**config.mk**
```make
export PLATFORM = sky130hd
export DESIGN_NAME = tt_uart_tx
export DESIGN_NICKNAME = d
export VERILOG_FILES = /design/src/rtl/tt_uart_tx.sv
export SDC_FILE = /design/constraint.sdc
export NUM_CORES = 1
export LEC_CHECK = 0
export CAP_MARGIN = 10
export CORE_ASPECT_RATIO = 1.4
export CORE_MARGIN = 3
export CORE_UTILIZATION = 34
export DETAILED_ROUTE_END_ITERATION = 16
export PLACE_DENSITY = 0.55
export SLEW_MARGIN = 30
export SYNTH_ARGS = -nofsm -noshare
export SYNTH_HDL_FRONTEND = slang
export SYNTH_SLANG_ARGS = --single-unit
```
**constraint.sdc**
```tcl
create_clock -name clk -period 4.04 [get_ports clk]
set_input_delay 0.808 -clock clk [delete_from_list [all_inputs] [get_ports clk]]
set_output_delay 0.808 -clock clk [all_outputs]
set_load 0.02 [all_outputs]
```
**src/rtl/tt_uart_tx.sv**
```systemverilog
// tt_uart_tx: 8N1 UART transmitter with a small circular input FIFO.
//
// The project logic pushes bytes through a valid/ready port. Frames are sent
// back-to-back while bytes are queued. The tile enable `ena` blocks new writes
// and new frame starts, but a frame already on the line always completes.
//
// Ports:
//   clk        in   system clock
//   rst_n      in   asynchronous active-low reset
//   ena        in   tile enable
//   wr_data    in   [7:0] byte to transmit
//   wr_valid   in   producer offers wr_data
//   wr_ready   out  combinational, ena && fifo_count < FIFO_DEPTH
//   tx         out  serial line, idle high, registered
//   busy       out  registered, high while a frame is in progress
//   fifo_count out  bytes queued (excludes the byte being shifted), registered
//
// state | meaning
// ------+------------------------------------------------------------
// IDLE  | line high, waiting for ena and a queued byte
// START | start bit (low) for CLK_DIV cycles
// DATA  | eight data bits, LSB first, CLK_DIV cycles each
// STOP  | stop bit (high) for CLK_DIV cycles; may chain into START
module tt_uart_tx #(
  parameter int CLK_DIV    = 104,
  parameter int FIFO_DEPTH = 4
) (
  input  logic                          clk,
  input  logic                          rst_n,
  input  logic                          ena,
  input  logic [7:0]                    wr_data,
  input  logic                          wr_valid,
  output logic                          wr_ready,
  output logic                          tx,
  output logic                          busy,
  output logic [$clog2(FIFO_DEPTH):0]   fifo_count
);

  localparam int CNT_W = $clog2(CLK_DIV);
  localparam int PTR_W = $clog2(FIFO_DEPTH);
  localparam int CW    = PTR_W + 1;

  localparam logic [CNT_W-1:0] BIT_LAST = CNT_W'(CLK_DIV - 1);
  localparam logic [CW-1:0]    DEPTH    = CW'(FIFO_DEPTH);

  typedef enum logic [1:0] {
    S_IDLE  = 2'd0,
    S_START = 2'd1,
    S_DATA  = 2'd2,
    S_STOP  = 2'd3
  } state_t;

  state_t             state, state_nxt;
  logic [CNT_W-1:0]   baud_cnt;
  logic [2:0]         bit_idx;
  logic [7:0]         shift, shift_nxt;
  logic [7:0]         mem [FIFO_DEPTH];
  logic [PTR_W-1:0]   wr_ptr, rd_ptr;
  logic               push, pop, can_pop, bit_end;
  logic               tx_nxt, busy_nxt;

  assign bit_end  = (baud_cnt == BIT_LAST);
  // Full means not ready, even if a pop happens this cycle: no pass-through.
  assign wr_ready = ena && (fifo_count < DEPTH);
  assign push     = wr_valid && wr_ready;
  assign can_pop  = ena && (fifo_count != '0);

  // State register
  always_ff @(posedge clk or negedge rst_n) begin
    if (!rst_n) state <= S_IDLE;
    else        state <= state_nxt;
  end

  // Next-state logic
  always_comb begin
    state_nxt = state;
    case (state)
      S_IDLE:  if (can_pop) state_nxt = S_START;
      S_START: if (bit_end) state_nxt = S_DATA;
      S_DATA:  if (bit_end && (bit_idx == 3'd7)) state_nxt = S_STOP;
      S_STOP:  if (bit_end) state_nxt = can_pop ? S_START : S_IDLE;
      default: state_nxt = S_IDLE;
    endcase
  end

  // Output logic: pop decision, shifter update and the next registered line
  // value. tx is derived from the next state so it is glitch-free and changes
  // on the same edge as the state.
  always_comb begin
    pop       = 1'b0;
    shift_nxt = shift;
    case (state)
      S_IDLE:  pop = can_pop;
      S_DATA:  if (bit_end) shift_nxt = {1'b0, shift[7:1]};
      S_STOP:  pop = bit_end && can_pop;
      default: pop = 1'b0;
    endcase
    if (pop) shift_nxt = mem[rd_ptr];

    case (state_nxt)
      S_START: tx_nxt = 1'b0;
      S_DATA:  tx_nxt = shift_nxt[0];
      default: tx_nxt = 1'b1;
    endcase
    busy_nxt = (state_nxt != S_IDLE);
  end

  // Datapath registers
  always_ff @(posedge clk or negedge rst_n) begin
    if (!rst_n) begin
      tx         <= 1'b1;
      busy       <= 1'b0;
      shift      <= '0;
      baud_cnt   <= '0;
      bit_idx    <= '0;
      fifo_count <= '0;
      wr_ptr     <= '0;
      rd_ptr     <= '0;
    end else begin
      tx    <= tx_nxt;
      busy  <= busy_nxt;
      shift <= shift_nxt;

      // Counter restarts at every state change and at every bit boundary.
      if ((state_nxt != state) || bit_end || (state == S_IDLE))
        baud_cnt <= '0;
      else
        baud_cnt <= baud_cnt + 1'b1;

      if (state == S_START)
        bit_idx <= '0;
      else if ((state == S_DATA) && bit_end)
        bit_idx <= bit_idx + 3'd1;

      case ({push, pop})
        2'b10:   fifo_count <= fifo_count + 1'b1;
        2'b01:   fifo_count <= fifo_count - 1'b1;
        default: fifo_count <= fifo_count;
      endcase

      // Power-of-two depth: pointers wrap naturally.
      if (push) wr_ptr <= wr_ptr + 1'b1;
      if (pop)  rd_ptr <= rd_ptr + 1'b1;
    end
  end

  // Queue storage needs no reset; pointers and count define validity.
  always_ff @(posedge clk) begin
    if (push) mem[wr_ptr] <= wr_data;
  end

endmodule
```
After elaboration in Yosys (flattened, before gate mapping) --
Memories as Yosys holds them, arrays and structs flattened. Index checks and enable logic that the tools add are counted. Widths: inputs -> output; s select.
Cells by class: add/subtract/negate cells 6, order comparisons 1, eq/ne operators 10, multiplexer cells 17, reduce and logical (&&, ||, !) cells 16
Operators with widths (number):
- $mux 8 | 3
- $reduce_bool 2->1 | 5
- $eq 2x2->1 const B | 4
- $mux 2 | 4
- $pmux 2 s4 | 1
- $add 7x1->7 const B | 1
- $eq 7x7->1 const B | 1
- $mux 7 | 1
- $add 3x1->3 const B | 2
- $eq 2x1->1 const B | 3
- $logic_and 1x1->1 | 6
- $mux 3 | 2
- $pmux 3 s2 | 1
- $add 2x1->2 const B | 2
- $pmux 1 s2 | 2
- $eq 3x3->1 const B | 1
- $lt 3x3->1 const B | 1
- $mux 1 | 3
- $reduce_bool 3->1 | 1
- $sub 3x1->3 const B | 1
- $logic_not 2->1 | 1
- $logic_or 1x1->1 | 2
- $ne 2x2->1 | 1
- $reduce_and 2->1 | 1
Word-level totals: flip-flop bits (word level) 29, memory bits (writable) 32, bits of input ports 12, output and inout port bits 6, word-level logic and storage cells 61, memories kept 1
Memories:
- mem | words 4, width 8, read ports 1, clocked after memory_dff 0, write ports 1, line 57 | logic [7:0] mem [FIFO_DEPTH];

Logic depth before layout (Yosys ltp) --
depth in word-level cells 9, depth in mapped cells 12, depth with buffers taken out 10

Worst setup path before layout --
OpenSTA, ideal clock, no wires.
path kind register to register, start reg baud_cnt[0], end reg fifo_count[2], setup time 80 ps, data arrival time 2520 ps, data required time 3960 ps, slack 1440 ps, stages on the path, launching flop included 13, path buffers 2, period minus slack after synthesis 2600 ps, cell sequence dfrtp_1 > ha_1 > and3_1 > buf_2 > a31oi_1 > nor3_4 > buf_2 > ha_1 > inv_1 > fa_1 > xor2_1 > nor2_1 > xor2_1
On the way: word-level cells in the longest chain between the ends 5, elaborated cells between the ends (all ways) 7, those cells by class eq/ne: 3; mux: 2; reduce/logical: 2
RTL lines:
- from (decl) | line 54 | logic [CNT_W-1:0] baud_cnt;
- from (signal assigned) | line 128 | baud_cnt <= baud_cnt + 1'b1;
- $eq 7x7->1 * | line 62 | assign bit_end = (baud_cnt == BIT_LAST);
- $logic_and 1x1->1 * | line 95 | S_STOP: pop = bit_end && can_pop;
- $pmux 1 s2 * | line 92 | case (state)
- $eq 2x1->1 / $eq 2x2->1 (equally long branches) | line 135 | case ({push, pop})
- $pmux 3 s2 / $reduce_bool 2->1 (equally long branches)
- to (signal assigned) | line 136 | 2'b10: fifo_count <= fifo_count + 1'b1;
- to (signal assigned) | line 137 | 2'b01: fifo_count <= fifo_count - 1'b1;
- to (signal assigned) | line 138 | default: fifo_count <= fifo_count;
- to (decl) | line 36 | output logic [$clog2(FIFO_DEPTH):0] fifo_count
Every way passes the cells marked *; elsewhere a longest branch is shown, timed or not. A chain may end at the register's enable or synchronous reset.

Worst setup path in the final report --
start in ena, end out wr_ready
On the way: word-level cells in the longest chain between the ends 1
RTL lines:
- from (decl) | line 30 | input logic ena,
- $logic_and 1x1->1 | line 64 | assign wr_ready = ena && (fifo_count < DEPTH);
- to (decl) | line 33 | output logic wr_ready,
No other way between the ends.

==> key figures <==
Critical path
  • CP Max Fanout: 6
  • Buf/Inv on CP: 2
  • CP Cell Sequence: clkdlybuf4s50_1 -> nor2b_1 -> clkdlybuf4s50_1
  • Slowest stage delay, CP: 670 ps
  • CP Data Required Time: 3230 ps
  • Critical path launch point type: input pin
  • CP delay by family, top: buffers and inverters
  • Setup CP Type: in2out
  • CP dominant cell by count: clkdlybuf4s50_1
  • Slowest CP cell: clkdlybuf4s50_1
  • Crit end category: primary output
  • CP Data Arrival Time: 2300 ps

Die
  • Die H: 114 um
  • Die X: 82.9 um
  • I/O pin cnt: 18
  • Core area: 7890 um2
  • Die area: 9420 um2
  • Initial Util: 0.357
  • Row count: 38

Clocking
  • # hold bufs at CTS: 0
  • # resized after CTS: 0
  • CTS HTree Levels: 3
  • TritonCTS clock tree: built
  • Clock sinks: 61
  • # Post-CTS Setup Buffers: 0
  • Clock-pin transition on the worst setup and hold timing paths: 70 ps
  • Max clock buf depth: 2
  • Skew-Pair Late Insertion Delay: 340 ps
  • Root buffer cell: clkbuf_8
  • TritonCTS buffer count: 9

Synthesis
  • Fraction of registers with async set/reset: 0.475
  • Main synth FF type: edfxtp_1
  • Post-synth EDFFs: 32
  • Distinct cells, synth: 44
  • Mapped Cells: 204
  • Mapped Nets: 230
  • Synthesized cell area: 2810 um2
  • Yosys warns: 0
  • Number of synthesized register bits: 61
  • Mean Syn Cell Area: 13.8 um2
  • Synth area leaders: edfxtp_1, dfrtp_1, mux4_2, ha_1, mux2i_1
  • Seq/Total Area, Yosys: 0.600
  • Dominant cell type by area after synthesis: edfxtp_1
  • Share of the synthesized area in the top cell type: 0.341

Finish
  • Antenna cells: 0
  • Total Nets Final: 253
  • P&R area growth vs syn: 15.9%
  • Layout cell share with drive strength beyond 1: 0.138
  • Fillcell total: 776

Timing
  • Min Tclk post-route: 3110 ps
  • Max Clock Skew: 3.48 ps
  • Fin Hold WS: 461 ps
  • Worst Tran Pin Value: 616 ps
  • Final Max Slew Viols: 0
  • Final setup vio count: 0
  • Max Clk Rate: 322 MHz
  • Final Hold Violating Endpoints: 0
  • RSZ-0062 raised after global routing: false
  • Final TNS setup: 0 ps
  • Max-slew headroom: 0.586
  • PnR worst setup slack: 933 ps
  • Fin crit share: 0.769

Power
  • Power Dens Cells: 432 nW/um2
  • Lkg Pwr: 1.29 nW
  • VDD IR-drop max: 0.000264 V

Detailed routing
  • Routed WL: 4730 um
  • Drt wl/cell: 14.2 um
  • Total number of vias: 1,588
  • First drt pass iteration count: 4
  • Initial DRC Count: 51
  • Via density per instance: 4.78
  • Routed Antenna Nets: 0
  • DR DRC count: 0

GRT
  • Initial antenna violation count: 0
  • Largest net degree at the start of global routing: 30
  • Vias in the first global route: 1,675
  • First-pass GRT wire length: 8220 um
  • Global route total overflow: 0
  • GRT Util Overall: 0.114

Run status
  • Outcome: finished clean

Job
  • Max-cap viol count: 0

Place
  • Detailed placement HPWL: 3310 um
  • Port bufs: 17
  • Setup Slack @ Placement: 925 ps
  • Final GP Congestion: 0.747

Min path
  • Hold/Removal Path Class: reg2reg
==> layout make-up <==
cell class                 instances  area (um2)  share of cell area
sequential                        61        1690               0.518
multi-input combinational        123        1040               0.319
timing repair buffer              19         185              0.0568
tap                              100         125              0.0384
clock buffer                       9         124              0.0380
clock inverter                     7        50.0              0.0153
inverter                          13        48.8              0.0150
==> layer usage <==
metal | GRT usage | vias up | share of wire
met3 | 0.0311 | 10 | 0.027
met2 | 0.199 | 21 | 0.53
met1 | 0.123 | 768 | 0.42
met5 | 0 | - | 0
met4 | 0.0687 | 0 | 0.029
li1 | - | 789 | -
==> per-stage QoR <==
step | power (mW) | std cells | utilization | cell area, um2
3_5_place_dp | 0.957 | 316 | 0.391 | 3090
6_report | 1.41 | 332 | 0.413 | 3260
4_1_cts | 1.44 | 332 | 0.413 | 3260
2_1_floorplan | 0.863 | 204 | - | 2810
3_3_place_gp | 0.949 | 316 | 0.391 | 3090
5_1_grt | 1.49 | 332 | 0.413 | 3260
==> cells in the mapped netlist (all sizes together) (2+ instances only) <==
| cell | number |
|---|---|
| nand3 | 5 |
| nor2 | 12 |
| xor2 | 5 |
| and3 | 6 |
| ha | 13 |
| mux4 | 8 |
| o21ai | 12 |
| dfrtp | 28 |
| a21oi | 5 |
| a31oi | 2 |
| mux2 | 2 |
| edfxtp | 32 |
| nor3b | 2 |
| xnor2 | 6 |
| inv | 13 |
| buf | 7 |
| and2 | 2 |
| nand2 | 15 |
| mux2i | 10 |
| nor3 | 2 |
==> power breakdown <==
| part | internal (mW) | switching, mW | total [mW] | leakage, nW |
|---|---|---|---|---|
| logic | 0.0863 | 0.106 | 0.193 | 0.588 |
| registers | 0.709 | 0.0356 | 0.744 | 0.618 |
| clock network | 0.223 | 0.250 | 0.472 | 0.0832 |
==> worst paths after layout <==
| path | start | end | slack (ps) | cells past startpoint |
|---|---|---|---|---|
| max in group asynchronous | rst_n | tx | 2880 | 2 |
| setup / recovery | ena | wr_ready | 930 | 3 |
| hold reg to reg | baud_cnt[0] | baud_cnt[0] | 460 | 1 |
| hold / removal | baud_cnt[0] | baud_cnt[0] | 460 | 1 |
| min in group asynchronous | rst_n | baud_cnt[6] | 860 | 2 |
| setup reg to reg | baud_cnt[0] | fifo_count[2] | 1320 | 11 |
==> layout by cell type, fill, tap and decap left out, types with 2 or more instances in the layout <==
master and n:
nor2_1 12, and2_1 2, xnor2_1 6, edfxtp_1 32, and3_1 6, clkdlybuf4s50_1 17
clkbuf_8 9, mux4_2 8, a31oi_1 2, ha_1 13, clkinvlp_4 2, nand3_1 5
o21ai_1 3, nand2_1 15, mux2i_1 10, dfrtp_1 28, clkinv_4 2, a21oi_1 4
o21ai_0 9, inv_1 13, buf_4 2, xor2_1 5
==> cell families after synthesis <==
logic type / synth area share
muxes: 0.109
xor gates and xnor gates: 0.0342
adders and majority gates: 0.0649
and+or+nand+nor: 0.0912
buffers and inverters: 0.0307
AOI/OAI and AO/OA: 0.0703
DFF: 0.600
==> flip-flops by register name (all words and copies together), names as in the netlist <==
name,count
tx,1
rd_ptr,2
busy,1
state,2
fifo_count,3
bit_idx,3
mem,32
wr_ptr,2
shift,8
baud_cnt,7
Power figures use the tool's default switching activity.
